--- src/rtl/mpc_fabric_pkg.sv ---
// rtl/mpc_fabric_pkg.sv - shared types and constants for the CAN port AXI-Lite fabric
package mpc_fabric_pkg;

  typedef enum logic [2:0] {
    IDLE,
    W_REQ,
    W_WAIT,
    W_RESP,
    R_REQ,
    R_WAIT,
    R_RESP
  } state_e;

  localparam logic [1:0]  RESP_OKAY     = 2'b00;
  localparam logic [1:0]  RESP_SLVERR   = 2'b10;
  localparam logic [1:0]  RESP_DECERR   = 2'b11;

  localparam logic [31:0] TIMEOUT_RDATA = 32'hFFFF_FFFF;

  // Port index field width: enough for the largest supported port count.
  localparam int          PORT_IDX_W    = 4;
  localparam int          TIMER_W       = 16;

endpackage

--- src/rtl/mpc_fabric_timer.sv ---
// rtl/mpc_fabric_timer.sv - downstream response timer with clear/enable/limit and expiry flag
module mpc_fabric_timer #(
  parameter int WIDTH = 16
) (
  input  logic             clk,
  input  logic             rst_n,
  input  logic             clear_i,
  input  logic             enable_i,
  input  logic [WIDTH-1:0] limit_i,
  output logic             expired_o
);

  logic [WIDTH-1:0] count_q;

  // Expiry is only meaningful while the timer is counting a live transaction.
  assign expired_o = enable_i && (count_q == limit_i);

  // Count cycles spent waiting on the downstream port; hold once the limit is hit.
  always_ff @(posedge clk or negedge rst_n) begin
    if (!rst_n) begin
      count_q <= '0;
    end else if (clear_i) begin
      count_q <= '0;
    end else if (enable_i && !expired_o) begin
      count_q <= count_q + 1'b1;
    end
  end

endmodule

--- src/rtl/mpc_axil_fabric.sv ---
// rtl/mpc_axil_fabric.sv - AXI-Lite decode fabric to per-port CAN buses (optional timeout: MPC_FABRIC_TIMEOUT_EN)
module mpc_axil_fabric
  import mpc_fabric_pkg::*;
#(
  parameter int PORT_NUM       = 4,
  parameter int PORT_ADDR_BITS = 12,
  parameter int TIMEOUT_CYCLES = 255
) (
  input  logic                               aclk,
  input  logic                               aresetn,
  // upstream write address / data / response
  input  logic                               s_awvalid,
  output logic                               s_awready,
  input  logic [31:0]                        s_awaddr,
  input  logic                               s_wvalid,
  output logic                               s_wready,
  input  logic [31:0]                        s_wdata,
  input  logic [3:0]                         s_wstrb,
  output logic                               s_bvalid,
  input  logic                               s_bready,
  output logic [1:0]                         s_bresp,
  // upstream read address / data
  input  logic                               s_arvalid,
  output logic                               s_arready,
  input  logic [31:0]                        s_araddr,
  input  logic [3:0]                         s_aruser,
  output logic                               s_rvalid,
  input  logic                               s_rready,
  output logic [31:0]                        s_rdata,
  output logic [1:0]                         s_rresp,
  // downstream, one slice per port
  output logic [PORT_NUM-1:0]                m_awvalid,
  input  logic [PORT_NUM-1:0]                m_awready,
  output logic [PORT_NUM*PORT_ADDR_BITS-1:0] m_awaddr,
  output logic [PORT_NUM-1:0]                m_wvalid,
  input  logic [PORT_NUM-1:0]                m_wready,
  output logic [PORT_NUM*32-1:0]             m_wdata,
  output logic [PORT_NUM*4-1:0]              m_wstrb,
  input  logic [PORT_NUM-1:0]                m_bvalid,
  output logic [PORT_NUM-1:0]                m_bready,
  input  logic [PORT_NUM*2-1:0]              m_bresp,
  output logic [PORT_NUM-1:0]                m_arvalid,
  input  logic [PORT_NUM-1:0]                m_arready,
  output logic [PORT_NUM*PORT_ADDR_BITS-1:0] m_araddr,
  output logic [PORT_NUM*4-1:0]              m_aruser,
  input  logic [PORT_NUM-1:0]                m_rvalid,
  output logic [PORT_NUM-1:0]                m_rready,
  input  logic [PORT_NUM*32-1:0]             m_rdata,
  input  logic [PORT_NUM*2-1:0]              m_rresp,
  // interrupts
  input  logic [PORT_NUM-1:0]                intr_i,
  output logic                               intr_request
);

  state_e                    state_q, state_d;
  logic                      last_rd_q, last_rd_d;
  logic [PORT_ADDR_BITS-1:0] addr_q, addr_d;
  logic [31:0]               wdata_q, wdata_d;
  logic [3:0]                wstrb_q, wstrb_d;
  logic [3:0]                aruser_q, aruser_d;
  logic [PORT_IDX_W-1:0]     port_q, port_d;
  logic                      aw_done_q, aw_done_d;
  logic                      w_done_q, w_done_d;
  logic [1:0]                resp_q, resp_d;
  logic [31:0]               rdata_q, rdata_d;
  logic                      intr_q;

  logic                      timer_expired;

  logic [31:0]               aw_idx, ar_idx;
  logic                      aw_decerr, ar_decerr;
  logic                      wr_pend, rd_pend, grant_w, grant_r;

  logic                      aw_hs, w_hs, b_hs, ar_hs, r_hs;
  logic [1:0]                bresp_sel, rresp_sel;
  logic [31:0]               rdata_sel;

  // Any address whose window index lands past the last port is a decode error,
  // which also covers nonzero address bits above the index field.
  assign aw_idx    = s_awaddr >> PORT_ADDR_BITS;
  assign ar_idx    = s_araddr >> PORT_ADDR_BITS;
  assign aw_decerr = (aw_idx >= 32'(PORT_NUM));
  assign ar_decerr = (ar_idx >= 32'(PORT_NUM));

  // Alternate between directions when both are pending; a lone request always wins.
  assign wr_pend   = s_awvalid && s_wvalid;
  assign rd_pend   = s_arvalid;
  assign grant_w   = (state_q == IDLE) && wr_pend && (!rd_pend || last_rd_q);
  assign grant_r   = (state_q == IDLE) && rd_pend && !grant_w;

  assign s_awready = grant_w;
  assign s_wready  = grant_w;
  assign s_arready = grant_r;

  assign s_bvalid  = (state_q == W_RESP);
  assign s_bresp   = s_bvalid ? resp_q : 2'b00;
  assign s_rvalid  = (state_q == R_RESP);
  assign s_rresp   = s_rvalid ? resp_q : 2'b00;
  assign s_rdata   = s_rvalid ? rdata_q : 32'h0;

  assign intr_request = intr_q;

  // Fan the single outstanding transaction out to the selected port slice and
  // collapse that slice's handshakes back into scalars.
  always_comb begin
    m_awvalid = '0;
    m_awaddr  = '0;
    m_wvalid  = '0;
    m_wdata   = '0;
    m_wstrb   = '0;
    m_bready  = '0;
    m_arvalid = '0;
    m_araddr  = '0;
    m_aruser  = '0;
    m_rready  = '0;
    aw_hs     = 1'b0;
    w_hs      = 1'b0;
    b_hs      = 1'b0;
    ar_hs     = 1'b0;
    r_hs      = 1'b0;
    bresp_sel = 2'b00;
    rresp_sel = 2'b00;
    rdata_sel = 32'h0;
    for (int p = 0; p < PORT_NUM; p++) begin
      if (port_q == PORT_IDX_W'(p) && !timer_expired) begin
        if (state_q == W_REQ) begin
          m_awvalid[p]                                 = !aw_done_q;
          m_wvalid[p]                                  = !w_done_q;
          m_awaddr[p*PORT_ADDR_BITS +: PORT_ADDR_BITS] = addr_q;
          m_wdata[p*32 +: 32]                          = wdata_q;
          m_wstrb[p*4 +: 4]                            = wstrb_q;
        end
        m_bready[p] = (state_q == W_WAIT);
        if (state_q == R_REQ) begin
          m_arvalid[p]                                 = 1'b1;
          m_araddr[p*PORT_ADDR_BITS +: PORT_ADDR_BITS] = addr_q;
          m_aruser[p*4 +: 4]                           = aruser_q;
        end
        m_rready[p] = (state_q == R_WAIT);
        aw_hs     = m_awvalid[p] && m_awready[p];
        w_hs      = m_wvalid[p] && m_wready[p];
        b_hs      = m_bready[p] && m_bvalid[p];
        ar_hs     = m_arvalid[p] && m_arready[p];
        r_hs      = m_rready[p] && m_rvalid[p];
        bresp_sel = m_bresp[p*2 +: 2];
        rresp_sel = m_rresp[p*2 +: 2];
        rdata_sel = m_rdata[p*32 +: 32];
      end
    end
  end

  // Transaction sequencing: accept, downstream request, wait, upstream response.
  always_comb begin
    state_d   = state_q;
    last_rd_d = last_rd_q;
    addr_d    = addr_q;
    wdata_d   = wdata_q;
    wstrb_d   = wstrb_q;
    aruser_d  = aruser_q;
    port_d    = port_q;
    aw_done_d = aw_done_q;
    w_done_d  = w_done_q;
    resp_d    = resp_q;
    rdata_d   = rdata_q;
    case (state_q)
      IDLE: begin
        if (grant_w) begin
          last_rd_d = 1'b0;
          addr_d    = s_awaddr[PORT_ADDR_BITS-1:0];
          wdata_d   = s_wdata;
          wstrb_d   = s_wstrb;
          port_d    = aw_idx[PORT_IDX_W-1:0];
          aw_done_d = 1'b0;
          w_done_d  = 1'b0;
          if (aw_decerr) begin
            resp_d  = RESP_DECERR;
            state_d = W_RESP;
          end else begin
            state_d = W_REQ;
          end
        end else if (grant_r) begin
          last_rd_d = 1'b1;
          addr_d    = s_araddr[PORT_ADDR_BITS-1:0];
          aruser_d  = s_aruser;
          port_d    = ar_idx[PORT_IDX_W-1:0];
          if (ar_decerr) begin
            resp_d  = RESP_DECERR;
            rdata_d = 32'h0;
            state_d = R_RESP;
          end else begin
            state_d = R_REQ;
          end
        end
      end
      W_REQ: begin
        if (timer_expired) begin
          resp_d  = RESP_SLVERR;
          state_d = W_RESP;
        end else begin
          aw_done_d = aw_done_q || aw_hs;
          w_done_d  = w_done_q || w_hs;
          if (aw_done_d && w_done_d) begin
            state_d = W_WAIT;
          end
        end
      end
      W_WAIT: begin
        if (timer_expired) begin
          resp_d  = RESP_SLVERR;
          state_d = W_RESP;
        end else if (b_hs) begin
          resp_d  = bresp_sel;
          state_d = W_RESP;
        end
      end
      W_RESP: begin
        if (s_bready) begin
          state_d = IDLE;
        end
      end
      R_REQ: begin
        if (timer_expired) begin
          resp_d  = RESP_SLVERR;
          rdata_d = TIMEOUT_RDATA;
          state_d = R_RESP;
        end else if (ar_hs) begin
          state_d = R_WAIT;
        end
      end
      R_WAIT: begin
        if (timer_expired) begin
          resp_d  = RESP_SLVERR;
          rdata_d = TIMEOUT_RDATA;
          state_d = R_RESP;
        end else if (r_hs) begin
          resp_d  = rresp_sel;
          rdata_d = rdata_sel;
          state_d = R_RESP;
        end
      end
      R_RESP: begin
        if (s_rready) begin
          state_d = IDLE;
        end
      end
      default: state_d = IDLE;
    endcase
  end

  // State and captured-transaction registers; reset abandons any transaction in flight.
  always_ff @(posedge aclk or negedge aresetn) begin
    if (!aresetn) begin
      state_q   <= IDLE;
      last_rd_q <= 1'b1;
      addr_q    <= '0;
      wdata_q   <= '0;
      wstrb_q   <= '0;
      aruser_q  <= '0;
      port_q    <= '0;
      aw_done_q <= 1'b0;
      w_done_q  <= 1'b0;
      resp_q    <= RESP_OKAY;
      rdata_q   <= '0;
    end else begin
      state_q   <= state_d;
      last_rd_q <= last_rd_d;
      addr_q    <= addr_d;
      wdata_q   <= wdata_d;
      wstrb_q   <= wstrb_d;
      aruser_q  <= aruser_d;
      port_q    <= port_d;
      aw_done_q <= aw_done_d;
      w_done_q  <= w_done_d;
      resp_q    <= resp_d;
      rdata_q   <= rdata_d;
    end
  end

  // Combined interrupt request, registered once.
  always_ff @(posedge aclk or negedge aresetn) begin
    if (!aresetn) begin
      intr_q <= 1'b0;
    end else begin
      intr_q <= |intr_i;
    end
  end

`ifdef MPC_FABRIC_TIMEOUT_EN
  logic timer_clear;
  logic timer_en;

  assign timer_clear = (state_q == IDLE) && ((state_d == W_REQ) || (state_d == R_REQ));
  assign timer_en    = (state_q == W_REQ) || (state_q == W_WAIT) ||
                       (state_q == R_REQ) || (state_q == R_WAIT);

  mpc_fabric_timer #(
    .WIDTH (TIMER_W)
  ) u_timer (
    .clk       (aclk),
    .rst_n     (aresetn),
    .clear_i   (timer_clear),
    .enable_i  (timer_en),
    .limit_i   (TIMER_W'(TIMEOUT_CYCLES)),
    .expired_o (timer_expired)
  );
`else
  // Without the timer a stalled port holds the fabric indefinitely; only a
  // degenerate zero budget would ever count as expired.
  assign timer_expired = (TIMEOUT_CYCLES == 0);
`endif

endmodule

--- config.mk ---
export PLATFORM = sky130hd
export DESIGN_NAME = mpc_axil_fabric
export DESIGN_NICKNAME = d
export VERILOG_FILES = /design/src/rtl/mpc_fabric_pkg.sv /design/src/rtl/mpc_fabric_timer.sv /design/src/rtl/mpc_axil_fabric.sv
export SDC_FILE = /design/constraint.sdc
export NUM_CORES = 1
export LEC_CHECK = 0
export ABC_AREA = 1
export CORE_AREA = 2 2 235 237
export CTS_BUF_LIST = sky130_fd_sc_hd__clkbuf_2
export DETAILED_ROUTE_END_ITERATION = 8
export DIE_AREA = 0 0 237 239
export GPL_ROUTABILITY_DRIVEN = 0
export SYNTH_ARGS = -nofsm -noshare
export SYNTH_HDL_FRONTEND = slang
export SYNTH_HIERARCHICAL = 1
export SYNTH_SLANG_ARGS = --single-unit
--- constraint.sdc ---
create_clock -name aclk -period 4.4 [get_ports aclk]
set_clock_uncertainty 0.15 [all_clocks]
set_input_delay 0.44 -clock aclk [delete_from_list [all_inputs] [get_ports aclk]]
set_output_delay 0.44 -clock aclk [all_outputs]
set_load 0.02 [all_outputs]
# == Word level (Yosys, flattened, before mapping) ==
# Index checks and enable logic that the tools add are counted.
# totals
register_bits,97
out_inout_bits,318
wordCells,211
# op_classes
n_lt_le_gt_ge,2
eq_ne,22
muxes,127
bitwise_logic,1
reduce_logical,47
# op_table
cell,n
$mux W32,14
$mux W12,12
$pmux W32 S2,1
$mux W1,58
$mux W4,12
$ge A20 B3 Y1 const B,2
$mux W2,18
$logic_and A1 B1 Y1,26
$mux W3,8
$pmux W3 S7,1
$ne A2 B2 Y1 const B,7
$eq A3 B3 Y1 const B,3
$ne A3 B3 Y1 const B,3
$eq A4 B2 Y1 const B,2
$reduce_and A7 Y1,1
$eq A3 B2 Y1 const B,2
$ne A2 B1 Y1 const B,3
$pmux W2 S3,1
$reduce_and A2 Y1,3
$reduce_and A6 Y1,1
$reduce_bool A2 Y1,3
$reduce_and A5 Y1,1
$eq A4 B1 Y1 const B,1
$logic_not A1 Y1,4
9 further kinds,12

# == Depth between registers and ports, before layout ==
# depth
depth_word,12
ltp_mapped,14
depth_no_buf,13

# == Least setup slack after synthesis ==
# Ideal clock, no wire load.
# synth_path
kind,flip-flop to output port
startpoint,register state_q[1]
endpoint,output port s_rdata[21]
arrival_time_ns,2.019
required_ns,3.810
setup_slack_ns,1.791
stages_incl_launch_ff,6
path_cell_list,dfrtp_1 -> inv_2 -> nor3_1 -> clkinv_1 -> clkbuf_1 -> nor2_1
# synth_between
elab_chain_cells,2
# synth_rtl
element,line_no,text
start: declaration,mpc_axil_fabric.sv:55,"state_e state_q, state_d;"
start signal: assignment,mpc_axil_fabric.sv:265,state_q <= state_d;
$eq A3 B3 Y1,mpc_axil_fabric.sv:97,assign s_rvalid = (state_q == R_RESP);
named net s_rvalid,mpc_axil_fabric.sv:27,"output logic s_rvalid,"
$mux W32,mpc_axil_fabric.sv:99,assign s_rdata = s_rvalid ? rdata_q : 32'h0;
end: declaration,mpc_axil_fabric.sv:29,"output logic [31:0] s_rdata,"
# The timed path passes the listed nets, and every way through them passes these cells.

# == Final worst setup path ==
# layout_path
startpoint,register port_q[2]
endpoint,output port m_araddr[34]
# layout_between
elab_chain_cells,2
# layout_rtl
element,line_no,text
start: declaration,mpc_axil_fabric.sv:61,"logic [PORT_IDX_W-1:0] port_q, port_d;"
start signal: assignment,mpc_axil_fabric.sv:271,port_q <= port_d;
$eq A4 B2 Y1,mpc_axil_fabric.sv:125,if (port_q == PORT_IDX_W'(p) && !timer_expired) begin
$mux W12,mpc_axil_fabric.sv:125,
end: declaration,mpc_axil_fabric.sv:44,"output logic [PORT_NUM*PORT_ADDR_BITS-1:0] m_araddr,"
# No other way between the ends.

==> impl_metrics.toml <==
[clock_tree]
clkSinkCount = 97
cts_setup_buffers = 0
path_clk_slew_ns = 0.30
htreeDepth = 3
clk_path_buf_depth = 2
cts_buffers = 9
clk_latency_ns = 0.74
cts_tree = "yes"
cts_root_buffer = "clkbuf_2"

[synth]
synthCells = 1190
yosysSeqAreaShare_pct = 33.4
yosys.cell_types.count = 33
synth_area_um2 = 7280
synth_fp_nets = 1469
synth_warnings = 6
syn_area_per_cell_um2 = 6.11
synth_seq_cells = 97

[finish]
ff_latch_area_um2 = 2430
final_nets = 2085
final_util_pct = 27.2
fillers = 5904
drive_gt1_share_pct = 5.52
area_growth_pct = 103
multiInputGateArea_um2 = 4150

[route]
drt_wl_total_um = 43800
dr.first_iter.drc_count = 472
wl_per_cell_um = 17.4
drc = 0
vias = 10400
dr.pass1.iters = 5
via_per_inst = 4.12
antenna_left = 0

[die]
core_area_um2 = 54300
die_w_um = 237
die_height_um = 239
dieArea_um2 = 56600
start_util_pct = 13.4
io_pins = 597
std_cell_rows = 86

[flow_run]
maxCapViolations = 0

[critical_path]
worstPathArrival_ns = 3.47
crit_path_end_kind = "output pin"
path_max_fanout = 52
crit_start = "port_q[2]$_DFFE_PN0P_"
path_class = "reg2out"
startpoint_type = "register"
reg2reg_from = "state_q[1]$_DFFE_PN0P_"
crit_required_ns = 3.81

[global_route]
antenna_found_initial = 6
grt_max_degree = 65
grt_pass1_vias = 10500
gr-total-overflow = 0
grt_pass1_wl_um = 63400
grt_usage_pct = 14.8

[timing]
finalHoldViolations = 0
max-slew-margin-rel_pct = 13.8
finalSetupTns_ns = 0
worstMarginPinSlew_ns = 1.29
layout_min_cycle_time_ns = 4.06
post-route-period-util_pct = 92.4
setup-violations-final = 0
maxSlewViolCount = 0
fin_ws_ns = 0.336
rsz0062_at_grt = "no"
hold_ws_ns = 0.179
fmax_mhz = 246

[power_and_ir_drop]
finalPower_mw = 5.12
ir_worst_vdd_v = 0.000254
p_per_area_nw_per_um2 = 347
cellLeakagePower_nw = 5.59

[place]
hpwl_um = 33300
port_buffers = 596
dp_slack_ns = 1.10

[min_path]
min_from = "s_awaddr[14]"
hold_path.class = "in2reg"

[outcome]
status = "complete, no violations"
per-stage QoR:
stage | cell area (um2) | cells
2_1_floorplan | 7280 | 1190
3_3_place_gp | 13900 | 2425
3_5_place_dp | 13900 | 2425
4_1_cts | 14700 | 2515
5_1_grt | 14800 | 2521
6_report | 14800 | 2524
kinds of logic after synthesis:
| family | count (synthesis) | synth area share [%] |
|---|---|---|
| and+or+nand+nor | 770 | 43.0 |
| DFF | 97 | 33.4 |
| buffers and inverters | 167 | 9.94 |
| AOI/OAI and AO/OA | 156 | 13.7 |
routing by layer:
| metal | global-route usage (%) | vias up | wire length [um] |
|---|---|---|---|
| met4 | 3.66 | 2 | 705 |
| met5 | 0 | - | 13 |
| li1 | - | 4950 | - |
| met3 | 3.53 | 40 | 3080 |
| met2 | 26.6 | 485 | 21500 |
| met1 | 17.5 | 4912 | 18500 |
cells in the mapped netlist:
cell type	number	area (um2)
nand3_2	1	10.0
and2_0	2	12.5
o211ai_1	37	278
nand2_1	308	1160
o21ai_0	49	245
buf_2	14	70.1
nor2_1	367	1380
buf_4	3	22.5
a21oi_1	22	110
buf_6	8	90.1
inv_1	77	289
dfrtp_1	96	2400
nand3b_1	2	15.0
nor2_8	1	20.0
inv_8	1	11.3
o22ai_1	16	100
dfstp_2	1	26.3
nor4_1	1	6.26
nand3_1	57	285
nor3_1	5	25.0
nor2b_1	1	6.26
nor2_2	5	31.3
clkinv_1	2	7.51
nand2_2	10	62.6
nand2_8	1	20.0
inv_2	7	26.3
buf_1	13	48.8
nand2_4	2	22.5
or4_1	1	7.51
o21ai_1	4	20.0
o21ai_2	28	245
clkbuf_1	42	158
nor2_4	6	67.6
cell type report:
class | count | share of cell area (%)
clock inverters | 7 | 0.525
clock buffers | 9 | 0.305
flip-flops and latches | 97 | 16.5
inverters | 87 | 2.26
multi-input cells | 926 | 28.1
diodes | 9 | 0.153
well taps | 704 | 5.97
repair buffers | 685 | 46.2
layout by cell type (no fill, tap or decap), types with 2 or more instances in the layout:
cell	synthesis	routed
nand2_2	10	9
o21ai_1	4	4
dlygate4sd3_1	0	74
nor2_4	6	8
nand2_4	2	3
nand3b_1	2	2
o21ai_0	49	49
clkinv_2	0	2
diode_2	0	9
dfrtp_1	96	95
clkdlybuf4s50_1	0	595
inv_2	7	9
a21oi_1	22	22
clkbuf_2	0	9
nor2_1	367	366
inv_8	1	2
o211ai_1	37	37
nor2_2	5	4
inv_6	0	2
inv_1	77	76
o22ai_1	16	16
nor3_1	5	5
and2_0	2	2
o21ai_2	28	28
buf_4	3	15
nand2_1	308	308
nand3_1	57	56
power breakdown:
group | internal, mW | switching (mW) | total (mW)
clock network | 0.140 | 0.382 | 0.522
logic | 1.07 | 2.11 | 3.18
registers | 1.21 | 0.211 | 1.42
timing repair:
| item | in CTS | in global routing |
|---|---|---|
| setup endpoints to repair | 0 | 18 |
| resized for setup | 0 | 3 |
| hold buffers | 74 | 0 |
| endpoints found under the hold margin | 115 | 0 |
state kept, by name (all words and copies together) (netlist names), 2 cells and up:
register  cells
state_q       3
resp_q        2
port_q        4
rdata_q      32
wdata_q      32
wstrb_q       4
aruser_q      4
addr_q       12
critical path: stages, from the launching register on:
cell             delay (ns)
dfrtp_1                0.42
inv_1                  0.06
nand2_2                0.17
nor2_1                 0.10
inv_2                  0.05
buf_4                  0.53
nor2_1                 0.14
inv_1                  0.50
nor2_1                 0.15
clkdlybuf4s50_1        0.58
worst paths after layout:
kind / to / slack [ns] / depth (start not counted)
min in group asynchronous: rdata_q[19]$_DFFE_PN0P_ / 0.67 / 3
min: port_q[2]$_DFFE_PN0P_ / 0.18 / 3
max in group asynchronous: rdata_q[18]$_DFFE_PN0P_ / 2.24 / 4
min reg2reg: resp_q[1]$_DFFE_PN0P_ / 0.37 / 2
max: m_araddr[34] / 0.34 / 9
max reg2reg: rdata_q[18]$_DFFE_PN0P_ / 1.33 / 9
(Power assumes the default switching activity.)
